### src/rtl/pcie_pio_irq_regs.sv
// PIO register block and MSI interrupt controller sitting between pcie_rx and pcie_tx.
// Latched IRQ sources, wrapping traffic counters and a fixed 2-cycle read completion pipeline.
module pcie_pio_irq_regs #(
    parameter int unsigned N_IRQ   = 4,
    parameter int unsigned ADDR_W  = 13,
    parameter int unsigned COUNT_W = 16,
    parameter logic [7:0]  VERSION = 8'd2
) (
    input  logic              clock,
    input  logic              reset,
    input  logic              pio_write_valid,
    input  logic              pio_read_valid,
    input  logic [ADDR_W-1:0] pio_address,
    input  logic [63:0]       pio_write_data,
    input  logic [23:0]       rid_tag,
    input  logic              completion_valid,
    input  logic [N_IRQ-1:0]  irq,
    input  logic [63:0]       ext_read_data,
    output logic              cfg_interrupt,
    input  logic              cfg_interrupt_rdy,
    output logic              read_completion_valid,
    output logic [23:0]       read_completion_rid_tag,
    output logic [3:0]        read_completion_lower_addr,
    output logic [63:0]       read_completion_data
);

    typedef enum logic [1:0] {StIdle, StReq, StHold} msi_state_e;

    logic [N_IRQ-1:0]   enable_q, latch_q, clr_mask;
    logic [15:0]        holdoff_q, hold_cnt_q;
    logic [COUNT_W-1:0] read_count_q, write_count_q, cpld_count_q;
    logic [31:0]        msi_count_q;
    msi_state_e         state_q;
    logic               pend_q, cfg_interrupt_q;

    logic               is_ext, wr_sel;
    logic [3:0]         reg_addr;
    logic               wr_enable, wr_irq_clr, wr_cnt_clr, wr_holdoff, rd_latch_clr;
    logic               trigger;
    logic [63:0]        reg_rdata;

    logic               s1_valid_q, s1_ext_q;
    logic [23:0]        s1_rid_q;
    logic [3:0]         s1_addr_q;
    logic [63:0]        s1_data_q;
    logic               rc_valid_q;
    logic [23:0]        rc_rid_q;
    logic [3:0]         rc_addr_q;
    logic [63:0]        rc_data_q;

    logic               unused_wdata;
    assign unused_wdata = ^pio_write_data;

    assign is_ext       = |pio_address[ADDR_W-1:4];
    assign reg_addr     = pio_address[3:0];
    assign wr_sel       = pio_write_valid && !is_ext;
    assign wr_enable    = wr_sel && (reg_addr == 4'd0);
    assign wr_irq_clr   = wr_sel && (reg_addr == 4'd1);
    assign wr_cnt_clr   = wr_sel && (reg_addr == 4'd2);
    assign wr_holdoff   = wr_sel && (reg_addr == 4'd4);
    assign rd_latch_clr = pio_read_valid && !is_ext && (reg_addr == 4'd0);

    // A new enable that uncovers already-latched events must also raise an MSI.
    assign trigger = (|(irq & enable_q)) ||
                     (wr_enable && (|(pio_write_data[N_IRQ-1:0] & latch_q)));

    always_comb begin
        clr_mask = '0;
        if (rd_latch_clr) begin
            clr_mask = '1;
        end else if (wr_irq_clr) begin
            clr_mask = pio_write_data[N_IRQ-1:0];
        end
    end

    always_comb begin
        reg_rdata = '0;
        case (reg_addr)
            4'd0: begin
                reg_rdata[63:56]      = VERSION;
                reg_rdata[N_IRQ-1:0]  = latch_q;
            end
            4'd1: reg_rdata[N_IRQ-1:0]     = latch_q & enable_q;
            4'd2: reg_rdata[3*COUNT_W-1:0] = {cpld_count_q, write_count_q, read_count_q};
            4'd3: reg_rdata[31:0]          = msi_count_q;
            4'd4: reg_rdata[15:0]          = holdoff_q;
            default: ;
        endcase
    end

    // Same-cycle irq is OR-ed after the clear so no event is lost.
    always_ff @(posedge clock) begin
        if (reset) begin
            enable_q  <= '0;
            latch_q   <= '0;
            holdoff_q <= '0;
        end else begin
            latch_q <= (latch_q & ~clr_mask) | irq;
            if (wr_enable) enable_q <= pio_write_data[N_IRQ-1:0];
            if (wr_holdoff) holdoff_q <= pio_write_data[15:0];
        end
    end

    always_ff @(posedge clock) begin
        if (reset || wr_cnt_clr) begin
            read_count_q  <= '0;
            write_count_q <= '0;
            cpld_count_q  <= '0;
        end else begin
            if (pio_read_valid) read_count_q <= read_count_q + COUNT_W'(1);
            if (pio_write_valid) write_count_q <= write_count_q + COUNT_W'(1);
            if (completion_valid) cpld_count_q <= cpld_count_q + COUNT_W'(1);
        end
    end

    always_ff @(posedge clock) begin
        if (reset) begin
            state_q         <= StIdle;
            cfg_interrupt_q <= 1'b0;
            pend_q          <= 1'b0;
            hold_cnt_q      <= '0;
            msi_count_q     <= '0;
        end else begin
            case (state_q)
                StIdle: begin
                    if (trigger) begin
                        state_q         <= StReq;
                        cfg_interrupt_q <= 1'b1;
                    end
                end
                StReq: begin
                    if (cfg_interrupt_rdy) begin
                        msi_count_q <= msi_count_q + 32'd1;
                        if (holdoff_q == 16'd0) begin
                            state_q         <= trigger ? StReq : StIdle;
                            cfg_interrupt_q <= trigger;
                        end else begin
                            state_q         <= StHold;
                            cfg_interrupt_q <= 1'b0;
                            hold_cnt_q      <= holdoff_q;
                            pend_q          <= trigger;
                        end
                    end
                end
                StHold: begin
                    if (hold_cnt_q <= 16'd1) begin
                        pend_q <= 1'b0;
                        if (pend_q || trigger) begin
                            state_q         <= StReq;
                            cfg_interrupt_q <= 1'b1;
                        end else begin
                            state_q <= StIdle;
                        end
                    end else begin
                        hold_cnt_q <= hold_cnt_q - 16'd1;
                        pend_q     <= pend_q || trigger;
                    end
                end
                default: begin
                    state_q         <= StIdle;
                    cfg_interrupt_q <= 1'b0;
                end
            endcase
        end
    end

    // Internal data is captured at the strobe so the read-clear cannot race it.
    always_ff @(posedge clock) begin
        if (reset) begin
            s1_valid_q <= 1'b0;
            s1_ext_q   <= 1'b0;
            s1_rid_q   <= '0;
            s1_addr_q  <= '0;
            s1_data_q  <= '0;
            rc_valid_q <= 1'b0;
            rc_rid_q   <= '0;
            rc_addr_q  <= '0;
            rc_data_q  <= '0;
        end else begin
            s1_valid_q <= pio_read_valid;
            if (pio_read_valid) begin
                s1_ext_q  <= is_ext;
                s1_rid_q  <= rid_tag;
                s1_addr_q <= reg_addr;
                s1_data_q <= reg_rdata;
            end
            rc_valid_q <= s1_valid_q;
            if (s1_valid_q) begin
                rc_rid_q  <= s1_rid_q;
                rc_addr_q <= s1_addr_q;
                rc_data_q <= s1_ext_q ? ext_read_data : s1_data_q;
            end
        end
    end

    assign cfg_interrupt              = cfg_interrupt_q;
    assign read_completion_valid      = rc_valid_q;
    assign read_completion_rid_tag    = rc_rid_q;
    assign read_completion_lower_addr = rc_addr_q;
    assign read_completion_data       = rc_data_q;

endmodule

### config.mk
export PLATFORM = sky130hd
export DESIGN_NAME = pcie_pio_irq_regs
export DESIGN_NICKNAME = d
export VERILOG_FILES = /design/src/rtl/pcie_pio_irq_regs.sv
export SDC_FILE = /design/constraint.sdc
export NUM_CORES = 1
export LEC_CHECK = 0
export CAP_MARGIN = 20
export CORE_MARGIN = 3
export CORE_UTILIZATION = 39
export DETAILED_ROUTE_END_ITERATION = 7
export PLACE_DENSITY = 0.65
export SYNTH_ARGS = -nofsm -noshare
export SYNTH_HDL_FRONTEND = slang
export SYNTH_SLANG_ARGS = --single-unit
export TNS_END_PERCENT = 20
### constraint.sdc
create_clock -name clock -period 2.3 [get_ports clock]
set_input_delay 0.23 -clock clock [delete_from_list [all_inputs] [get_ports clock]]
set_output_delay 0.23 -clock clock [all_outputs]
set_load 0.02 [all_outputs]
==> load_flow_metrics.sql, run 1 <==
INSERT INTO impl_metrics (metric_group, metric, value, unit) VALUES
('detailed_routing', 'antenna_violating_nets_post_route', '0', ''),
('run_status', 'outcome', 'finished, final reports clean', ''),
('detailed_routing', 'detail_route.iter0.violations', '703', ''),
('detailed_routing', 'number_of_drc_violations_after_detailed_routing', '0', ''),
('final_layout', 'flow.area_growth_from_synthesis', '33.9', '%'),
('floorplanning', 'die_width', '185', 'um'),
('flow_run', 'max_cap_viol_count', '0', ''),
('critical_path', 'critPathTopFamily', 'simple AND/OR/NAND/NOR gates', ''),
('yosys', 'synth.yosys.warnings', '0', ''),
('global_route', 'number_of_global_route_vias_before_repair', '10600', ''),
('final_layout', 'register_area', '5930', 'um^2'),
('yosys', 'mappedNetlistArea', '12400', 'um^2'),
('yosys', 'postSynthRegisterBits', '296', ''),
('yosys', 'netlist_instances', '1412', ''),
('detailed_routing', 'drt_wl_total', '35300', 'um'),
('global_route', 'first_pass_grt_wire_length', '56100', 'um'),
('critical_path', 'critPathMaxFanout', '6', ''),
('placed_design', 'io_buffer_count', '220', ''),
('global_route', 'groute.usage.overall', '20.1', '%'),
('yosys', 'synth.net_count', '1593', ''),
('timing', 'final-max-slew-violation-count', '0', ''),
('pwr', 'peakVddDrop', '0.519', 'mV'),
('final_layout', 'multi_input_comb_area', '6070', 'um^2'),
('floorplanning', 'design.portCount', '269', ''),
('timing', 'setup_viol', '0', ''),
('timing', 'finClkSkew', '13.3', 'ps'),
('critical_path', 'crit_chain', 'nand3_1, or4_4, or4_4, or3_1, a21oi_1', ''),
('placed_design', 'dp_cells', '2008', ''),
('pwr', 'p_leak', '6.13', 'nW'),
('min_path', 'hp_class', 'input pin to register', ''),
('yosys', 'synth_edf_count', '0', ''),
('clock_network', 'deepest_clock_path_buffer_count', '3', ''),
('critical_path', 'critical-path-max-stage-delay', '580', 'ps'),
('final_layout', 'utilization', '53.7', '%'),
('timing', 'tns', '0', 'ps'),
('floorplanning', 'initial_core_util', '40.1', '%'),
('pwr', 'internal-power', '0.00924', 'W'),
('clock_network', 'clkTransAtPathRegs', '60', 'ps'),
('clock_network', 'cts_tree', 'done', ''),
('clock_network', 'clkSinkCount', '296', ''),
('yosys', 'syn_avg_cell_area', '8.81', 'um^2'),
('clock_network', 'cts_buffers', '34', ''),
('pwr', 'swShare', '22.8', '%'),
('yosys', 'synth_top_flop_cell', 'dfxtp_1', ''),
('timing', 'timing.max_slew.rel_slack', '44.6', '%'),
('floorplanning', 'core.rowCount', '64', ''),
('yosys', 'synth_sequential_area_ratio', '47.6', '%'),
('global_route', 'grt_max_degree', '62', ''),
('detailed_routing', 'detail_route.first_pass.iterations', '7', ''),
('pwr', 'power_per_cell_area', '719', 'nW/um^2'),
('global_route', 'globalRouteOverflowTotal', '0', ''),
('timing', 'worst_pin_slew', '830', 'ps'),
('detailed_routing', 'post_drt_wl_per_cell', '17.0', 'um'),
('timing', 'final_min_period_over_clock_period', '94.7', '%'),
('pwr', 'power.clock.fraction', '46.4', '%'),
('pwr', 'power_frac_comb', '8.9', '%'),
('final_layout', 'num-nets-final', '1829', ''),
('timing', 'finalCriticalPeriod', '2180', 'ps'),
('clock_network', 'clock_tree.root_cell', 'clkbuf_16', ''),
('yosys', 'postSynth.asyncResetShare', '0', '%'),
('floorplanning', 'design.core.area', '31000', 'um^2'),
('timing', 'final-hold-violation-count', '0', ''),
('critical_path', 'crit_path_frequent_cell', 'or4_4', ''),
('detailed_routing', 'detailroute.via_count', '11000', ''),
('pwr', 'switchingPower', '0.00273', 'W'),
('floorplanning', 'die_h', '185', 'um'),
('clock_network', 'worstSkewPairLatency', '500', 'ps'),
('clock_network', 'cts_setup_buffers', '0', ''),
('pwr', 'report.power.total', '0.0120', 'W'),
('clock_network', 'post_cts_hold_buffer_count', '0', ''),
('placed_design', 'hpwlAfterDp', '24800', 'um');
-- metal layers --
layer / GRT usage, % / vias up / wire length [um]
met5: 0 / - / 14
li1: - / 5453 / -
met3: 4.09 / 56 / 2350
met2: 32.6 / 324 / 16400
met4: 6.62 / 2 / 923
met1: 26.7 / 5193 / 15600
-- synthesized netlist by cell type (all sizes together), types with 14 or more instances --
cell type  count  area, um^2
nor2         266         998
xor2          30         263
dfxtp        296        5930
a221oi        16         140
nor3          36         185
clkbuf        82         309
a21oi         98         490
xnor2         35         307
inv           17        63.8
mux2i        113        1130
nand4         19         134
a211oi        53         398
nand2         91         342
nor2b         19         119
nand2b        16         100
nand3         46         230
nor4          22         144
o21ai         14        73.8
and3          16         100
buf           22        93.8
-- worst reg2reg max path: cells and delay by family (launching register included) --
family           cells  cell delay [ps]
AO/OA/AOI/OAI        1              150
AND/OR/NAND/NOR      4             1590
flip-flops           1              370
-- flip-flops by register name, indices dropped and copies added, names as in the netlist, 16 cells and up --
register                 cells
write_count_q               16
msi_count_q                 32
hold_cnt_q                  16
read_completion_data        64
cpld_count_q                16
holdoff_q                   16
read_completion_rid_tag     24
s1_data_q                   49
read_count_q                16
s1_rid_q                    24
-- path summary, 6_finish.rpt --
path | slack, ps | endpoint | from | cells past startpoint
min reg2reg | 470 | s1_data_q[33] | s1_data_q[33] | 2
max | 120 | msi_count_q[30] | msi_count_q[10] | 5
min | 110 | msi_count_q[4] | reset | 2
max reg2reg | 120 | msi_count_q[30] | msi_count_q[10] | 5
-- power groups by stage --
stage	clock network, W	registers (W)	logic, W
detailed placement	0	0.00547	0.00107
CTS	0.00567	0.00536	0.00107
finish	0.00555	0.00536	0.00106
floorplan	0	0.00554	0.000456
global route	0.00589	0.00537	0.00115
global placement	0	0.00547	0.00105
-- layout by cell type (no fill, tap or decap), types with 16 or more instances in the layout --
| cell type | netlist | routed |
|---|---|---|
| xnor2_1 | 35 | 35 |
| clkdlybuf4s50_1 | 0 | 218 |
| a211oi_1 | 53 | 53 |
| xor2_1 | 30 | 30 |
| nand2_1 | 91 | 91 |
| nand4_1 | 18 | 18 |
| and3_1 | 16 | 16 |
| nor2_1 | 266 | 265 |
| clkbuf_16 | 0 | 37 |
| inv_1 | 16 | 16 |
| nand2b_1 | 16 | 16 |
| mux2i_1 | 113 | 113 |
| buf_4 | 2 | 78 |
| nor4_1 | 21 | 21 |
| dfxtp_1 | 296 | 294 |
| a221oi_1 | 16 | 16 |
| a21oi_1 | 98 | 98 |
| nor3_1 | 35 | 35 |
| nand3_1 | 46 | 46 |
| nor2b_1 | 19 | 19 |
-- through the flow --
step	worst slack, ps	hold slack, ps	instance area, um^2
2_1_floorplan	194	348	12400
3_3_place_gp	-31.9	452	15500
3_5_place_dp	-43.7	457	15500
4_1_cts	116	88.8	16700
5_1_grt	2.02	115	16700
6_report	122	108	16700
-- timing repair --
item                       4_1_cts  5_1_grt
setup endpoints to repair       12        0
gates resized for setup          1        0
hold endpoints to repair         0        0
-- cells by family (layout without fill, tap and decap cells) --
| kind of cell | after synthesis | count (layout) | synth area share [%] |
|---|---|---|---|
| fa+ha+maj | 6 | 6 | 0.603 |
| flops | 296 | 296 | 47.6 |
| buf+inv | 121 | 383 | 3.75 |
| compound gates | 248 | 248 | 13.3 |
| mux | 115 | 115 | 9.27 |
| other cells | 0 | 1 | 0 |
| xor+xnor | 65 | 65 | 4.58 |
| simple gates | 561 | 561 | 20.8 |
-- area by class of cell --
cell class | instances | area share, %
Multi-Input combinational cell | 995 | 36.5
Timing Repair Buffer | 304 | 17.5
Antenna cell | 1 | 0.0150
Sequential cell | 296 | 35.6
Clock inverter | 14 | 0.916
Tap cell | 396 | 2.97
Inverter | 17 | 0.383
Clock buffer | 48 | 6.11
(Power assumes the default switching activity.)
==> run 2, diff against run 1 <==
HOLD_SLACK_MARGIN = 0.02   (was not set)
==> results of run 2 <==
The final DEF is identical to that of run 1; final timing and power are the same.
